===== config.mk =====
export PLATFORM = sky130hd
export DESIGN_NAME = fpu_add_arbiter_flat
export DESIGN_NICKNAME = d
export VERILOG_FILES = /design/src/rtl/fpu_add_arbiter_if.sv /design/src/rtl/fpu_add_arbiter.sv /design/src/flat_wrapper.sv
export SDC_FILE = /design/constraint.sdc
export NUM_CORES = 1
export LEC_CHECK = 0
export BUFFER_PORTS_ARGS = -buffer_cell sky130_fd_sc_hd__buf_2
export CAP_MARGIN = 20
export CORE_AREA = 2 2 155 157
export CTS_CLUSTER_DIAMETER = 120
export DETAILED_ROUTE_END_ITERATION = 8
export DIE_AREA = 0 0 157 159
export HOLD_SLACK_MARGIN = 0.06
export PLACE_DENSITY = 0.52
export SLEW_MARGIN = 30
export SYNTH_ARGS = -nofsm -noshare
export SYNTH_HDL_FRONTEND = slang
export SYNTH_SLANG_ARGS = --single-unit

===== constraint.sdc =====
create_clock -name clk -period 2.3 [get_ports clk]
set_input_delay 0.23 -clock clk [delete_from_list [all_inputs] [get_ports clk]]
set_output_delay 0.23 -clock clk [all_outputs]
set_load 0.005 [all_outputs]

===== src/rtl/fpu_add_arbiter_if.sv =====
// Bundle between the requesters, the round-robin adder arbiter and the shared FP32 adder.
// master = requesters plus the adder result path; slave = the arbiter.
interface fpu_add_arbiter_if #(
  parameter int XLEN = 32,
  parameter int NREQ = 4
);
  logic                 en;
  logic [NREQ-1:0]      req_valid;
  logic [NREQ*XLEN-1:0] req_a;
  logic [NREQ*XLEN-1:0] req_b;
  logic [NREQ-1:0]      req_ready;
  logic [XLEN-1:0]      add_a;
  logic [XLEN-1:0]      add_b;
  logic [XLEN-1:0]      add_result;
  logic [NREQ-1:0]      rsp_valid;
  logic [XLEN-1:0]      rsp_data;
  logic                 busy;

  modport master (
    output en, req_valid, req_a, req_b, add_result,
    input  req_ready, add_a, add_b, rsp_valid, rsp_data, busy
  );

  modport slave (
    input  en, req_valid, req_a, req_b, add_result,
    output req_ready, add_a, add_b, rsp_valid, rsp_data, busy
  );
endinterface


===== src/rtl/fpu_add_arbiter.sv =====
// Round-robin sharing of one pipelined FP32 adder among NREQ requesters; an owner-tag
// pipeline matched to the adder latency routes each result back to its issuer.
module fpu_add_arbiter #(
  parameter int XLEN    = 32,
  parameter int NREQ    = 4,
  parameter int ADD_LAT = 1
) (
  input logic             clk,
  input logic             rst_n,
  fpu_add_arbiter_if.slave bus
);

  localparam int PW = (NREQ > 1) ? $clog2(NREQ) : 1;
  localparam logic [PW:0] NREQ_W = (PW+1)'(NREQ);

  // Returns {found, index}: first valid requester searching upward from ptr, modulo NREQ.
  function automatic logic [PW:0] rr_pick(input logic [NREQ-1:0] vld, input logic [PW-1:0] ptr);
    logic [PW:0]   sum_v;
    logic [PW-1:0] idx_v;
    logic [PW-1:0] win_v;
    logic          found_v;
    found_v = 1'b0;
    win_v   = '0;
    for (int k = 0; k < NREQ; k++) begin
      sum_v = {1'b0, ptr} + (PW+1)'(k);
      sum_v = (sum_v >= NREQ_W) ? (sum_v - NREQ_W) : sum_v;
      idx_v = sum_v[PW-1:0];
      if (!found_v && vld[idx_v]) begin
        found_v = 1'b1;
        win_v   = idx_v;
      end else begin
        found_v = found_v;
      end
    end
    return {found_v, win_v};
  endfunction

  function automatic logic [PW-1:0] incr_mod(input logic [PW-1:0] idx);
    logic [PW:0] sum_v;
    sum_v = {1'b0, idx} + {{PW{1'b0}}, 1'b1};
    sum_v = (sum_v >= NREQ_W) ? (sum_v - NREQ_W) : sum_v;
    return sum_v[PW-1:0];
  endfunction

  function automatic logic [NREQ-1:0] onehot(input logic [PW-1:0] idx);
    logic [NREQ-1:0] oh_v;
    oh_v      = '0;
    oh_v[idx] = 1'b1;
    return oh_v;
  endfunction

  logic [PW-1:0]   rr_ptr_r;
  logic [XLEN-1:0] add_a_r;
  logic [XLEN-1:0] add_b_r;
  logic [ADD_LAT:0] vld_r;
  logic [PW-1:0]   id_r [ADD_LAT+1];
  logic [NREQ-1:0] rsp_valid_r;
  logic [XLEN-1:0] rsp_data_r;

  logic [PW:0]     pick_s;
  logic [PW-1:0]   win_s;
  logic            acc_s;
  logic [NREQ-1:0] grant_s;
  logic [XLEN-1:0] opa_s [NREQ];
  logic [XLEN-1:0] opb_s [NREQ];

  for (genvar g = 0; g < NREQ; g++) begin : g_unpack
    assign opa_s[g] = bus.req_a[g*XLEN +: XLEN];
    assign opb_s[g] = bus.req_b[g*XLEN +: XLEN];
  end

  // Grant selection: round-robin winner, suppressed when en is low.
  always_comb begin
    grant_s = '0;
    acc_s   = 1'b0;
    pick_s  = rr_pick(bus.req_valid, rr_ptr_r);
    win_s   = pick_s[PW-1:0];
    if (bus.en && pick_s[PW]) begin
      grant_s = onehot(win_s);
      acc_s   = 1'b1;
    end else begin
      grant_s = '0;
      acc_s   = 1'b0;
    end
  end

  // Operand registers and priority pointer update on accept.
  always_ff @(posedge clk or negedge rst_n) begin
    if (!rst_n) begin
      rr_ptr_r <= '0;
      add_a_r  <= '0;
      add_b_r  <= '0;
    end else if (acc_s) begin
      rr_ptr_r <= incr_mod(win_s);
      add_a_r  <= opa_s[win_s];
      add_b_r  <= opb_s[win_s];
    end else begin
      rr_ptr_r <= rr_ptr_r;
      add_a_r  <= add_a_r;
      add_b_r  <= add_b_r;
    end
  end

  // Owner tag pipeline; stage ADD_LAT lines up with the adder result for that op.
  always_ff @(posedge clk or negedge rst_n) begin
    if (!rst_n) begin
      vld_r <= '0;
      for (int i = 0; i <= ADD_LAT; i++) begin
        id_r[i] <= '0;
      end
    end else begin
      vld_r[0] <= acc_s;
      id_r[0]  <= win_s;
      for (int i = 1; i <= ADD_LAT; i++) begin
        vld_r[i] <= vld_r[i-1];
        id_r[i]  <= id_r[i-1];
      end
    end
  end

  // Response capture; data holds between strobes.
  always_ff @(posedge clk or negedge rst_n) begin
    if (!rst_n) begin
      rsp_valid_r <= '0;
      rsp_data_r  <= '0;
    end else if (vld_r[ADD_LAT]) begin
      rsp_valid_r <= onehot(id_r[ADD_LAT]);
      rsp_data_r  <= bus.add_result;
    end else begin
      rsp_valid_r <= '0;
      rsp_data_r  <= rsp_data_r;
    end
  end

  assign bus.req_ready = grant_s;
  assign bus.add_a     = add_a_r;
  assign bus.add_b     = add_b_r;
  assign bus.rsp_valid = rsp_valid_r;
  assign bus.rsp_data  = rsp_data_r;
  assign bus.busy      = |vld_r;

endmodule


===== src/flat_wrapper.sv =====
// flat-port wrapper written by rule: the top's interface ports become plain ports
module fpu_add_arbiter_flat 
#(
  parameter int XLEN    = 32,
  parameter int NREQ    = 4,
  parameter int ADD_LAT = 1
)
  (clk, rst_n, bus_en, bus_req_valid, bus_req_a, bus_req_b, bus_add_result, bus_req_ready, bus_add_a, bus_add_b, bus_rsp_valid, bus_rsp_data, bus_busy);
  fpu_add_arbiter_if #(.XLEN(XLEN), .NREQ(NREQ)) bus_i ();
  input logic clk;
  input logic rst_n;
  input wire logic [$bits(bus_i.en)-1:0] bus_en;
  input wire logic [$bits(bus_i.req_valid)-1:0] bus_req_valid;
  input wire logic [$bits(bus_i.req_a)-1:0] bus_req_a;
  input wire logic [$bits(bus_i.req_b)-1:0] bus_req_b;
  input wire logic [$bits(bus_i.add_result)-1:0] bus_add_result;
  output wire logic [$bits(bus_i.req_ready)-1:0] bus_req_ready;
  output wire logic [$bits(bus_i.add_a)-1:0] bus_add_a;
  output wire logic [$bits(bus_i.add_b)-1:0] bus_add_b;
  output wire logic [$bits(bus_i.rsp_valid)-1:0] bus_rsp_valid;
  output wire logic [$bits(bus_i.rsp_data)-1:0] bus_rsp_data;
  output wire logic [$bits(bus_i.busy)-1:0] bus_busy;
  assign bus_i.en = bus_en;
  assign bus_i.req_valid = bus_req_valid;
  assign bus_i.req_a = bus_req_a;
  assign bus_i.req_b = bus_req_b;
  assign bus_i.add_result = bus_add_result;
  assign bus_req_ready = bus_i.req_ready;
  assign bus_add_a = bus_i.add_a;
  assign bus_add_b = bus_i.add_b;
  assign bus_rsp_valid = bus_i.rsp_valid;
  assign bus_rsp_data = bus_i.rsp_data;
  assign bus_busy = bus_i.busy;
  fpu_add_arbiter #(.XLEN(XLEN), .NREQ(NREQ), .ADD_LAT(ADD_LAT)) u_core (.clk(clk), .rst_n(rst_n), .bus(bus_i));
endmodule

### Word-level counts from Yosys, hierarchy flattened

Index checks and enable logic that the tools add are counted.

| cells by class | value |
|---|---|
| $lt $le $gt $ge | 14 |
| muxes and demuxes | 34 |
| reduce and logical (&&, ||, !) cells | 10 |
| bitwise operators | 1 |
| add/subtract/negate cells | 9 |

Operators by type and width:

| cell | count |
|---|---|
| 32-bit binary-select mux with 2-bit select | 2 |
| 32-bit 2-to-1 mux | 4 |
| 2-bit by 3-bit < comparator with 1-bit output, second input constant | 6 |
| 2-bit 2-to-1 mux | 9 |
| 3-bit >= comparator, second input constant | 5 |
| 1-bit 2-to-1 mux | 11 |
| 2-bit by 1-bit subtractor with 2-bit output, second input constant | 5 |
| 1-bit binary-select mux with 2-bit select | 4 |
| 4-bit 2-to-1 mux | 2 |
| 2-bit by 1-bit adder with 3-bit output, second input constant | 2 |
| 2-bit by 2-bit adder with 3-bit output, second input constant | 2 |
| 1-bit logical AND | 6 |
| 1-bit demux with 2-bit select | 2 |
| 2-bit by 1-bit >= comparator with 1-bit output, second input constant | 2 |
| 2-bit by 3-bit >= comparator with 1-bit output, second input constant | 1 |
| 1-bit logical NOT | 3 |
| 2-bit NOT with 3-bit output | 1 |
| 2-bit OR reduction | 1 |

| storage, ports and cells | value |
|---|---|
| bits in registers | 108 |
| input port bits | 295 |
| output and inout bits | 105 |
| logic and storage cells | 76 |

### Longest topological paths before layout

| logic depth | value |
|---|---|
| word-level depth | 19 |
| depth in mapped cells | 8 |
| gate-level depth less buffers | 6 |

### Worst setup path before layout

OpenSTA, ideal clock, no wires.

| timing | value |
|---|---|
| kind | register to register |
| from | reg u_core.rr_ptr_r[1] |
| to | reg u_core.add_a_r[18] (netlist: u_core.bus.add_a[18]) |
| cell stages (with the launch flop) | 8 |
| slack | 0.556 ns |
| arrival time | 1.614 ns |
| clock period less this slack | 1.744 ns |
| path through | dfrtp_1 > buf_2 > nor3b_2 > nor3_1 > a31oi_2 > clkbuf_1 > o2bb2ai_1 > a31oi_1 |

| between the ends | value |
|---|---|
| cells in the longest elaborated chain, start to end | 18 |
| elaborated cells between the ends (all ways) | 43 |
| classes of those cells | add/sub (7); order compare (4); mux (24); bitwise (1); reduce/logical (7) |

Ends and longest elaborated chain:

| what | line | text |
|---|---|---|
| from (decl) | fpu_add_arbiter.sv:52 | `logic [PW-1:0] rr_ptr_r;` |
| from (signal assigned) | fpu_add_arbiter.sv:94 | `rr_ptr_r <= incr_mod(win_s);` |
| from (signal assigned) | fpu_add_arbiter.sv:98 | `rr_ptr_r <= rr_ptr_r;` |
| parallel branches: the longest is 18 deep, another holds 2-bit by 1-bit adder with 3-bit output | - |  |
| to (signal assigned) | fpu_add_arbiter.sv:95 | `add_a_r <= opa_s[win_s];` |
| to (signal assigned) | fpu_add_arbiter.sv:99 | `add_a_r <= add_a_r;` |
| to (decl) | fpu_add_arbiter.sv:53 | `logic [XLEN-1:0] add_a_r;` |

Several ways; the timed one is not identified. The select of a mux whose other input is x is not followed.
A chain may end at the register's enable or synchronous reset.

### Worst setup path after layout

| timing | value |
|---|---|
| from | reg u_core.rr_ptr_r[1] |
| to | out bus_req_ready[0] |

| between the ends | value |
|---|---|
| cells in the longest elaborated chain, start to end | 19 |
| elaborated cells between the ends (all ways) | 44 |
| classes of those cells | add/sub (7); order compare (6); mux (23); reduce/logical (8) |

Ends and longest elaborated chain:

| what | line | text |
|---|---|---|
| parallel branches: the longest is 13 deep, another holds 2-bit by 1-bit adder with 3-bit output | - |  |
| 2-bit 2-to-1 mux (*) | fpu_add_arbiter.sv:28 | `if (!found_v && vld[idx_v]) begin` |
| via u_core.pick_s[1] | fpu_add_arbiter.sv:60 | `logic [PW:0] pick_s;` |
| 2-bit by 3-bit < comparator with 1-bit output (not written as such) or 2-bit by 1-bit >= comparator with 1-bit output (tied branches) | fpu_add_arbiter.sv:48 | `oh_v[idx] = 1'b1;` |
| 1-bit logical AND (not written as such) | fpu_add_arbiter.sv:48 |  |
| 1-bit 2-to-1 mux (not written as such) | fpu_add_arbiter.sv:48 |  |
| 1-bit demux with 2-bit select (*) | - |  |
| 4-bit 2-to-1 mux (*) | fpu_add_arbiter.sv:78 | `if (bus.en && pick_s[PW]) begin` |
| to (decl) | flat_wrapper.sv:17 | `output wire logic [$bits(bus_i.req_ready)-1:0] bus_req_ready;` |

Mark *: on every way through the listed nets, which the timed path passes. The select of a mux whose other input is x is not followed.

==> metrics.txt <==
# IOs 400; relative slew slack 0.6669; share of Yosys cell area claimed by the top area cell type 0.4805; Final Util 0.3614; DIE WIDTH approximately 160 µm; fin crit share 0.9456; synthesized area per cell about 10 µm²; Pre-antenna DRT Iters 6; status complete, no violations; synthesized area around 5600 µm²; flop2flop setup slack about 0.15 ns; Clock Tree Root clkbuf_16; CORE AREA between 20000 and 25000 µm²; P_leak approximately 4.2 nW; cells after synthesis 541; mux contribution to synthesized area 0.1798; Post-Synth XOR/XNOR Area 0.001557; CP Data Required Time 2.07 ns; fin nets between 1000 and 1500; Reg area approximately 2700 µm²; Yosys warning count 0; CTS buffer count 9; clk slew on worst S/H paths roughly 0.08 ns; Worst Reg-to-Reg Cells 6; simple-gate share of the synthesized area 0.1055; Final Hold Viols 0; Net Count, Synth 836; crit path max fanout 7; Worst R2R Start u_core.rr_ptr_r[1]; clock sink count between 100 and 150; Worst Skew 0.009165 ns; area leader, netlist dfrtp_1; H-tree levels 3; fin. max-slew vios 0; Final Setup Violations 0; adder-cell area share of the yosys netlist 0; Avg WL per Cell around 17 µm; Comb power frac 0.416; register share of total power 0.381; Fmax between 400 and 500 MHz; Synth Area in Compound Gates 0.1862; Startpoint Class flop; Fillers between 2000 and 2500; Switching Fraction 0.3682; total number of vias 5700; buffers added on ports between 300 and 400; Max IR drop VDD about 0.42 mV; reg2reg end u_core.bus.add_b[15]; Int Power about 4.7 mW; Min Hold Slack approximately 0.10 ns; DRC 0; Worst Setup EP bus_req_ready[0]; Setup WS post-layout about 0.13 ns; post-synthesis sequential area ratio 0.4805; Clock power frac 0.203; initial antenna violation count 3; initial DRC count approximately 250; max cap viols 0; top cells by area, synth dfrtp_1 48%, mux2i_1 12%, o2bb2ai_1 10%; # rows 56; Multi-input gate area around 2700 µm²; vias in the first global route just under 6000; pin count of the biggest net entering global routing 50; Slew @ Worst Pin roughly 0.50 ns; Setup Crit Path Kind reg2out; clock latency on the worst-skew pair around 0.35 ns; Place WS around 0.11 ns; die height roughly 160 µm; layout cells sized above 1 0.5113; gpl congestion 0.8007; first-pass GRT wire length between 30000 and 40000 µm; Tightest Hold Check Type in2reg; post-layout minimum cycle time 2.175 ns; global route overflow 0; Power per Cell Area just under 900 nW/µm²; Synth cell types 30; post-synthesis register bit count about 110; crit end category output port; Global Route Usage Sum 0.1620; Post-DRT Antenna Nets 0; overall routed net length roughly 21000 µm; RSZ-0062 raised after global routing true; Worst EP arrival 1.94 ns; DIE AREA 24960 µm²; Area Overhead vs Synth 49.03%; Avg Vias per Cell roughly 4.6; largest family of logic cells by synthesized area compound AO/OA/AOI/OAI gates; DP Wirelength ~16000 µm; Worst setup startpoint u_core.rr_ptr_r[1]; CTS tree yes; buffer levels on the longest clock path 2; Starting Density 0.2425; P_sw around 2.7 mW
-- power groups by stage --
stage	registers (mW)	clock network, mW	logic [mW]
6_report	2.82	1.50	3.08
5_1_grt	2.90	1.64	3.40
4_1_cts	2.82	1.57	3.11
3_5_place_dp	2.84	0	3.11
3_3_place_gp	2.83	0	3.09
2_1_floorplan	2.83	0	1.68
-- cells in the mapped netlist --
| master | count |
|---|---|
| a221o_1 | 1 |
| clkbuf_1 | 17 |
| buf_2 | 14 |
| mux2i_1 | 65 |
| nor3b_1 | 1 |
| o41ai_4 | 1 |
| a31oi_1 | 64 |
| a221oi_1 | 1 |
| nand4_1 | 1 |
| and3b_1 | 1 |
| nor3b_2 | 1 |
| a21bo_1 | 1 |
| buf_6 | 7 |
| dfrtp_1 | 108 |
| inv_1 | 5 |
| nand3_1 | 2 |
| buf_1 | 6 |
| or2_2 | 1 |
| nor2_1 | 5 |
| xnor2_1 | 1 |
| o21a_1 | 1 |
| o2bb2ai_1 | 64 |
| a31oi_2 | 1 |
| and3_1 | 1 |
| mux2_2 | 32 |
| nor2b_1 | 1 |
| nand2_1 | 132 |
| o21ai_0 | 2 |
| buf_4 | 1 |
| nor3_1 | 3 |
-- registers in the layout, indices dropped and copies added, names as in the netlist --
| register | flops |
|---|---|
| u_core.bus.rsp_data | 32 |
| u_core.bus.add_a | 32 |
| u_core.bus.rsp_valid | 4 |
| u_core.id_r | 4 |
| u_core.rr_ptr_r | 2 |
| u_core.vld_r | 2 |
| u_core.bus.add_b | 32 |
-- how the worst min path moves through the flow --
stage	start	cells past startpoint	to	slack, ns
global placement	rst_n	1	u_core.bus.add_a[0]	0.23
CTS	bus_add_result[27]	2	u_core.bus.rsp_data[27]	0.08
floorplan	rst_n	0	u_core.bus.add_a[0]	-0.07
finish	bus_add_result[27]	2	u_core.bus.rsp_data[27]	0.10
detailed placement	rst_n	1	u_core.bus.add_a[0]	0.23
global route	bus_add_result[27]	2	u_core.bus.rsp_data[27]	0.09
-- placed cells by master (no fill, tap or decap), types with 2 or more instances in the layout --
master	synthesis	layout
inv_1	5	3
a31oi_1	64	64
nor2_1	5	4
o2bb2ai_1	64	64
mux2_2	32	32
nor3_1	3	2
inv_2	0	2
buf_6	7	2
clkbuf_16	0	9
buf_2	14	398
mux2i_1	65	65
nand3_1	2	2
o21ai_0	2	2
clkinvlp_4	0	2
nand2_1	132	132
buf_4	1	10
buf_12	0	9
dfrtp_1	108	108
-- cell families after synthesis --
logic type                Yosys count
and+or+nand+nor                   149
xor gates and xnor gates            1
AOI/OAI and AO/OA                 136
DFF                               108
buffers and inverters              50
muxes                              97
-- critical path: stages (launching register included) --
cell	delay, ns
dfrtp_1	0.48
nor3b_4	0.30
nor3_2	0.10
nand3_1	0.20
inv_1	0.15
nor3_1	0.21
buf_2	0.16
-- metal layers --
metal | routed length [µm] | up-vias | track usage
met5 | 31 | - | 0
met4 | 310 | 4 | 0.04045
met3 | 1645 | 23 | 0.04219
met2 | 10530 | 246 | 0.2947
met1 | 8387 | 2676 | 0.1874
li1 | - | 2751 | -
-- area by class of cell --
class                           instances  share of cell area
Sequential cell                       108              0.3224
Antenna cell                            1           0.0002986
Inverter                                5            0.002239
Clock inverter                          6            0.005822
Multi-Input combinational cell        383              0.3227
Timing Repair Buffer                  420              0.2720
Tap cell                              319             0.04762
Clock buffer                            9             0.02687
-- stage by stage --
step | cell area (µm²) | TNS (ns) | instances | total power, mW
2_1_floorplan | 5624 | 0 | 541 | 4.517
3_3_place_gp | 8055 | 0 | 1232 | 5.923
3_5_place_dp | 8055 | 0 | 1232 | 5.947
4_1_cts | 8346 | 0 | 1248 | 7.493
5_1_grt | 8379 | -0.06179 | 1250 | 7.943
6_report | 8382 | 0 | 1251 | 7.403
-- repair_timing --
| item | in CTS | in global routing |
|---|---|---|
| resized for setup | 1 | 4 |
| hold buffers | 1 | 0 |
| endpoints found under the setup margin | 2 | 37 |
| pin swaps | 0 | 1 |
| hold endpoints to repair | 31 | 0 |
| setup buffers | 0 | 2 |
No activity file was read; power rests on OpenSTA's default activity.
